### src/rtl/alu_pkg.sv
// Shared types and defaults for the registered 4-bit ALU.
// Imported by alu_core and alu.
package alu_pkg;

    localparam int WIDTH_DEF = 4;

    typedef enum logic [1:0] {
        OP_ADD = 2'b00,
        OP_SUB = 2'b01,
        OP_CMP = 2'b10,
        OP_AND = 2'b11
    } op_t;

endpackage

### src/rtl/alu_core.sv
// Combinational ALU datapath; only the selected result group is non-zero.
// Optional zero flag Z is built when ALU_ZERO_FLAG_EN is defined.
module alu_core
    import alu_pkg::*;
#(
    parameter int WIDTH = WIDTH_DEF
) (
    input  logic [1:0]       S,
    input  logic [WIDTH-1:0] A,
    input  logic [WIDTH-1:0] B,
    output logic [WIDTH-1:0] add_result,
    output logic             bit5,
    output logic [WIDTH-1:0] sub_result,
    output logic             sub_sign,
    output logic [WIDTH-1:0] and_result,
    output logic             GT,
    output logic             EQ,
    output logic             LT
`ifdef ALU_ZERO_FLAG_EN
    ,
    output logic             Z
`endif
);

    op_t            op;
    logic [WIDTH:0] sum;
    logic [WIDTH:0] diff;

    assign op = op_t'(S);

    // Both arithmetic results are one bit wider to keep carry and sign.
    always_comb begin
        sum  = {1'b0, A} + {1'b0, B};
        diff = {1'b0, A} - {1'b0, B};
    end

    // Drive the selected group; every other group is held at zero.
    always_comb begin
        add_result = '0;
        bit5       = 1'b0;
        sub_result = '0;
        sub_sign   = 1'b0;
        and_result = '0;
        GT         = 1'b0;
        EQ         = 1'b0;
        LT         = 1'b0;
`ifdef ALU_ZERO_FLAG_EN
        Z          = 1'b0;
`endif
        unique case (op)
            OP_ADD: begin
                {bit5, add_result} = sum;
`ifdef ALU_ZERO_FLAG_EN
                Z = (sum == '0);
`endif
            end
            OP_SUB: begin
                {sub_sign, sub_result} = diff;
`ifdef ALU_ZERO_FLAG_EN
                Z = (diff == '0);
`endif
            end
            OP_CMP: begin
                GT = (A > B);
                EQ = (A == B);
                LT = (A < B);
`ifdef ALU_ZERO_FLAG_EN
                Z = (A == B);
`endif
            end
            OP_AND: begin
                and_result = A & B;
`ifdef ALU_ZERO_FLAG_EN
                Z = ((A & B) == '0);
`endif
            end
        endcase
    end

endmodule

### src/rtl/alu.sv
// Registered ALU top: one-cycle latency, async active-high reset.
// Define ALU_ZERO_FLAG_EN to add the registered zero flag output Z.
module alu
    import alu_pkg::*;
#(
    parameter int WIDTH = WIDTH_DEF
) (
    input  logic             clk,
    input  logic             rst,
    input  logic [1:0]       S,
    input  logic [WIDTH-1:0] A,
    input  logic [WIDTH-1:0] B,
    output logic [WIDTH-1:0] add_result,
    output logic             bit5,
    output logic [WIDTH-1:0] sub_result,
    output logic             sub_sign,
    output logic [WIDTH-1:0] and_result,
    output logic             GT,
    output logic             EQ,
    output logic             LT
`ifdef ALU_ZERO_FLAG_EN
    ,
    output logic             Z
`endif
);

    logic [WIDTH-1:0] c_add;
    logic             c_bit5;
    logic [WIDTH-1:0] c_sub;
    logic             c_sign;
    logic [WIDTH-1:0] c_and;
    logic             c_gt;
    logic             c_eq;
    logic             c_lt;
`ifdef ALU_ZERO_FLAG_EN
    logic             c_z;
`endif

    alu_core #(
        .WIDTH(WIDTH)
    ) u_core (
        .S         (S),
        .A         (A),
        .B         (B),
        .add_result(c_add),
        .bit5      (c_bit5),
        .sub_result(c_sub),
        .sub_sign  (c_sign),
        .and_result(c_and),
        .GT        (c_gt),
        .EQ        (c_eq),
        .LT        (c_lt)
`ifdef ALU_ZERO_FLAG_EN
        ,
        .Z         (c_z)
`endif
    );

    // Capture all result groups each edge; reset clears everything.
    always_ff @(posedge clk or posedge rst) begin
        if (rst) begin
            add_result <= '0;
            bit5       <= 1'b0;
            sub_result <= '0;
            sub_sign   <= 1'b0;
            and_result <= '0;
            GT         <= 1'b0;
            EQ         <= 1'b0;
            LT         <= 1'b0;
`ifdef ALU_ZERO_FLAG_EN
            Z          <= 1'b0;
`endif
        end else begin
            add_result <= c_add;
            bit5       <= c_bit5;
            sub_result <= c_sub;
            sub_sign   <= c_sign;
            and_result <= c_and;
            GT         <= c_gt;
            EQ         <= c_eq;
            LT         <= c_lt;
`ifdef ALU_ZERO_FLAG_EN
            Z          <= c_z;
`endif
        end
    end

endmodule

### config.mk
export PLATFORM = sky130hd
export DESIGN_NAME = alu
export DESIGN_NICKNAME = d
export VERILOG_FILES = /design/src/rtl/alu_pkg.sv /design/src/rtl/alu_core.sv /design/src/rtl/alu.sv
export SDC_FILE = /design/constraint.sdc
export NUM_CORES = 1
export LEC_CHECK = 0
export ABC_AREA = 0
export CAP_MARGIN = 20
export CORE_MARGIN = 2
export CORE_UTILIZATION = 59
export DETAILED_ROUTE_END_ITERATION = 8
export DONT_BUFFER_PORTS = 1
export PLACE_DENSITY_LB_ADDON = 0.15
export RECOVER_POWER = 25
export SETUP_SLACK_MARGIN = 0.15
export SYNTH_ARGS = -nofsm -noshare
export SYNTH_HDL_FRONTEND = slang
export SYNTH_HIERARCHICAL = 1
export SYNTH_SLANG_ARGS = --single-unit
### constraint.sdc
create_clock -name clk -period 0.8 [get_ports clk]
set_clock_uncertainty 0.1 [all_clocks]
set_input_delay 0.12 -clock clk [delete_from_list [all_inputs] [get_ports clk]]
set_output_delay 0.12 -clock clk [all_outputs]
set_load 0.02 [all_outputs]
# Word-level counts from Yosys, hierarchy flattened
# Index checks and enable logic that the tools add are counted.
[word_totals]
reg_bits = 17
latch_bits = 0
ramBits = 0
mem_bits_ro = 0
out_inout_bits = 17
word_cells = 26
memories = 0
[classes]
add_sub_neg = 2
mul = 0
n_div = 0
order_cmp = 2
eq_ne = 4
n_shift = 0
n_mux = 8
bitwise = 1
reduce_logical = 1
[op_table]
columns = ["op", "n"]
rows = [
  ["two-way mux 4 bit", 3],
  ["adder 4 x 4 -> 5 bit", 1],
  ["two-way mux 1 bit", 5],
  ["subtractor 4 x 4 -> 5 bit", 1],
  ["AND 4 bit", 1],
  ["equality test 2 bit, second input constant", 2],
  ["equality test 4 bit", 1],
  ["> comparator 4 bit", 1],
  ["less-than comparator 4 bit", 1],
  ["equality test 2 x 1 -> 1 bit, second input constant", 1],
  ["logical NOT 2 bit", 1],
]

# Logic depth before layout (Yosys ltp)
[depth]
ltp_word = 2
mapped_depth = 7
mapped_depth_nobuf = 7

# Hierarchy
# Netlist, hierarchy kept.
[by_module_without_submodules]
columns = ["mod", "instances", "cells_each", "area_each_um2", "seq_area_each_um2"]
rows = [
  ["alu", 1, 18, 429.2, 425.4],
  ["alu_core", 1, 58, 414.1, 0.0],
]

# Worst setup path before layout
# OpenSTA, ideal clock, no wires.
[synth_path]
path_type = "input-to-reg"
start = "in B[2]"
end = "reg add_result[3]"
setup_time_ns = 0.131
arrival_time_ns = 1.011
t_required_ns = 0.569
path_slack_ns = -0.442
cell_stages = 7
cell_sequence = "inv_1 -> ha_1 -> buf_6 -> inv_2 -> a221oi_2 -> xnor2_1 -> nor3_2"
[synth_via]
elab_chain_cells = 2
[synth_lines]
columns = ["element", "line_no", "text"]
rows = [
  ["start, declared", "alu.sv:12", "input logic [WIDTH-1:0] B,"],
  ["adder 4 x 4 -> 5 bit", "alu_core.sv:33", "sum = {1'b0, A} + {1'b0, B};"],
  ["two-way mux 4 bit", "alu_core.sv:50", "unique case (op)"],
  ["net c_add[3]", "alu.sv:27", "logic [WIDTH-1:0] c_add;"],
  ["end signal, assigned", "alu.sv:62", "add_result <= '0;"],
  ["end signal, assigned", "alu.sv:74", "add_result <= c_add;"],
  ["end, declared", "alu.sv:13", "output logic [WIDTH-1:0] add_result,"],
]
# The timed path passes the listed nets, and every way through them passes these cells.

# Worst setup path after layout
[layout_path]
start = "reg sub_result[0]"
end = "out sub_result[0]"
[layout_lines]
columns = ["element", "line_no", "text"]
rows = [
  ["start, declared", "alu.sv:15", "output logic [WIDTH-1:0] sub_result,"],
  ["start signal, assigned", "alu.sv:76", "sub_result <= c_sub;"],
]
# No word-level cell between the ends.

==> impl_metrics.tcl <==
set metrics [dict create \
    holdWs_ns -0.226 \
    min_from "S[1]" \
    synthCells 76 \
    p_comb_share_pct 21.4 \
    switching_share_pct 27.8 \
    synthesis.nets 98 \
    arrival_ns 0.75 \
    grt-ovfl-total 0 \
    antenna_found_initial 0 \
    max_slew_margin_pct 85.0 \
    p_clk_share_pct 24.4 \
    die_y_microns 41.8 \
    start_kind "register" \
    track_usage_pct 20.4 \
    clk_pin_slew_ns 0.09 \
    mostFrequentLayoutCell "dfrtp_1" \
    status "complete, but fails checks" \
    globalplace.congestion 0.854 \
    dr.pass1.iters 4 \
    num_vias 571 \
    final_nets 111 \
    drt_iter0_drc 9 \
    synth_area_sq_um 843 \
    cts_root_buf "clkbuf_4" \
    holdPathEnd "add_result[1]" \
    core_area_sq_um 1320 \
    h-tree-depth 1 \
    drc 0 \
    initial_core_util_pct 64.0 \
    fp.dieArea_sq_um 1750 \
    hp-class "input port to register" \
    ys_seq_area_share_pct 50.4 \
    hold_viol 17 \
    avgSynthCellArea_sq_um 11.1 \
    hold_depth 1 \
    finalSetupViolCount 27 \
    crit_type "register to primary output" \
    p_seq_share_pct 54.3 \
    ant_nets 0 \
    p_sw_uw 500 \
    cts_num_sinks 17 \
    drv_slew 0 \
    holdBufCountCts 1 \
    power_density_nw_per_um2 1690 \
    worst_ir_drop_vdd_mv 1.36 \
    dp_slack_ns -0.431 \
    leakagePower_nw 0.504 \
    p_int_mw 1.30 \
    final_layout_size_suffix_gt1_share_pct 43.2 \
    final_cell_mix "dfrtp_1, nor2_1, buf_4" \
    synth_warnings 6 \
    row_count 13 \
    ioPinCount 29 \
    total_power_mw 1.80 \
    cts_tree "yes" \
    rsz0062_at_grt "true" \
    clockBufferDepth 2 \
    vias_per_cell 5.54 \
    tightest_slew_ns 0.225 \
    numCtsBuffers 3 \
    min_period_ns 0.966 \
    synth_seq_cells 17 \
    diodes 0 \
    grt_pass1_vias 591 \
    grt_start_max_net_pins 18 \
    violations "hold timing, setup timing" \
    area_delta_synth_final_pct 26.3 \
    wl_per_cell_microns 16.1 \
    fmax_mhz 1040 \
    place_hpwl_mm 1.23 \
    grt_pass1_wl_mm 2.63 \
    finalWirelength_mm 1.65 \
    finalCritPeriodShare_pct 121 \
    synth.distinct_cells 21 \
    io_buffers 0 \
    drv_cap 0 \
    crit_path_max_fanout 1 \
    die_width_microns 41.8 \
    worstSetupEndpointType "primary output" \
    cp_data_required_time_ns 0.58 \
    setup_slack_ns -0.166 \
]
## per-layer routing
| metal | global-route usage [%] | vias up | wire [microns] |
|---|---|---|---|
| met5 | 0 | - | 0 |
| met1 | 22.3 | 277 | 624 |
| met3 | 5.22 | 3 | 77 |
| li1 | - | 268 | - |
| met4 | 9.68 | 0 | 17 |
| met2 | 36.3 | 23 | 935 |
## sequential cells by signal (all words and copies together) (netlist names)
signal      count
sub_result      4
add_result      4
sub_sign        1
bit5            1
LT              1
and_result      4
EQ              1
GT              1
## kinds of logic (layout without fill, tap and decap cells)
group	after synthesis	after routing	synth area share [%]
and+or+nand+nor	27	27	17.2
DFF	17	17	50.4
buffers and inverters	13	25	6.68
adders and majority gates	10	10	16.6
AOI/OAI and AO/OA	6	6	5.93
xor gates and xnor gates	3	3	3.12
## metrics by stage
stage          hold WS [ns]  area (sq um)  setup TNS (ns)  cells  utilization, %
3_3_place_gp        -0.0758           988           -3.40     96            75.0
3_5_place_dp        -0.0719           988           -3.72     96            75.0
4_1_cts              -0.230          1050           -3.25    101            79.6
5_1_grt              -0.245          1060           -4.44    103            80.8
6_report             -0.226          1060           -3.66    103            80.8
2_1_floorplan       -0.0539           940           -2.90     76               -
## power groups by stage
| stage | Sequential (mW) | Clock [mW] | Combinational, mW |
|---|---|---|---|
| 2_1_floorplan | 0.987 | 0 | 0.263 |
| 3_3_place_gp | 0.990 | 0 | 0.328 |
| 3_5_place_dp | 0.990 | 0 | 0.347 |
| 4_1_cts | 0.974 | 0.446 | 0.365 |
| 5_1_grt | 0.978 | 0.500 | 0.417 |
| 6_report | 0.975 | 0.438 | 0.384 |
## synthesized netlist by cell type
library cell | number | area (sq um)
a211oi_2 | 1 | 12.5
a21oi_1 | 3 | 15.0
a221oi_2 | 1 | 15.0
and3_1 | 4 | 25.0
buf_6 | 1 | 11.3
clkbuf_1 | 2 | 7.51
dfrtp_1 | 17 | 425
fa_1 | 2 | 40.0
ha_1 | 8 | 100
inv_1 | 9 | 33.8
inv_2 | 1 | 3.75
nand2b_1 | 3 | 18.8
nand4_1 | 1 | 6.26
nor2_1 | 8 | 30.0
nor2_2 | 2 | 12.5
nor3_1 | 7 | 35.0
nor3_2 | 1 | 10.0
nor3b_1 | 1 | 7.51
o21bai_1 | 1 | 7.51
xnor2_1 | 2 | 17.5
xor2_1 | 1 | 8.76
## worst max-delay path by stage
stage | endpoint | slack, ns | cells after the start | start
final | sub_result[0] | -0.17 | 0 | sub_result[0]
after global routing | bit5 | -0.21 | 6 | A[0]
after CTS | EQ | -0.17 | 0 | EQ
after detailed placement | GT | -0.43 | 6 | B[1]
after global placement | add_result[3] | -0.40 | 6 | B[1]
after floorplan | add_result[3] | -0.42 | 7 | B[2]
## layout make-up
cell class | instances | area (sq um)
inverters | 10 | 65.1
fillers | 78 | 253
well taps | 15 | 18.8
clock buffers | 4 | 26.3
flip-flops and latches | 17 | 432
repair buffers | 11 | 85.1
multi-input cells | 46 | 438
## timing repair
action / in CTS / in global routing
endpoints found under the hold margin: 34 / 17
setup endpoints to repair: 28 / 30
cloned: 0 / 0
gates resized for setup: 6 / 10
setup buffers: 0 / 2
pin swaps: 10 / 6
No activity file was read; power rests on OpenSTA's default activity.
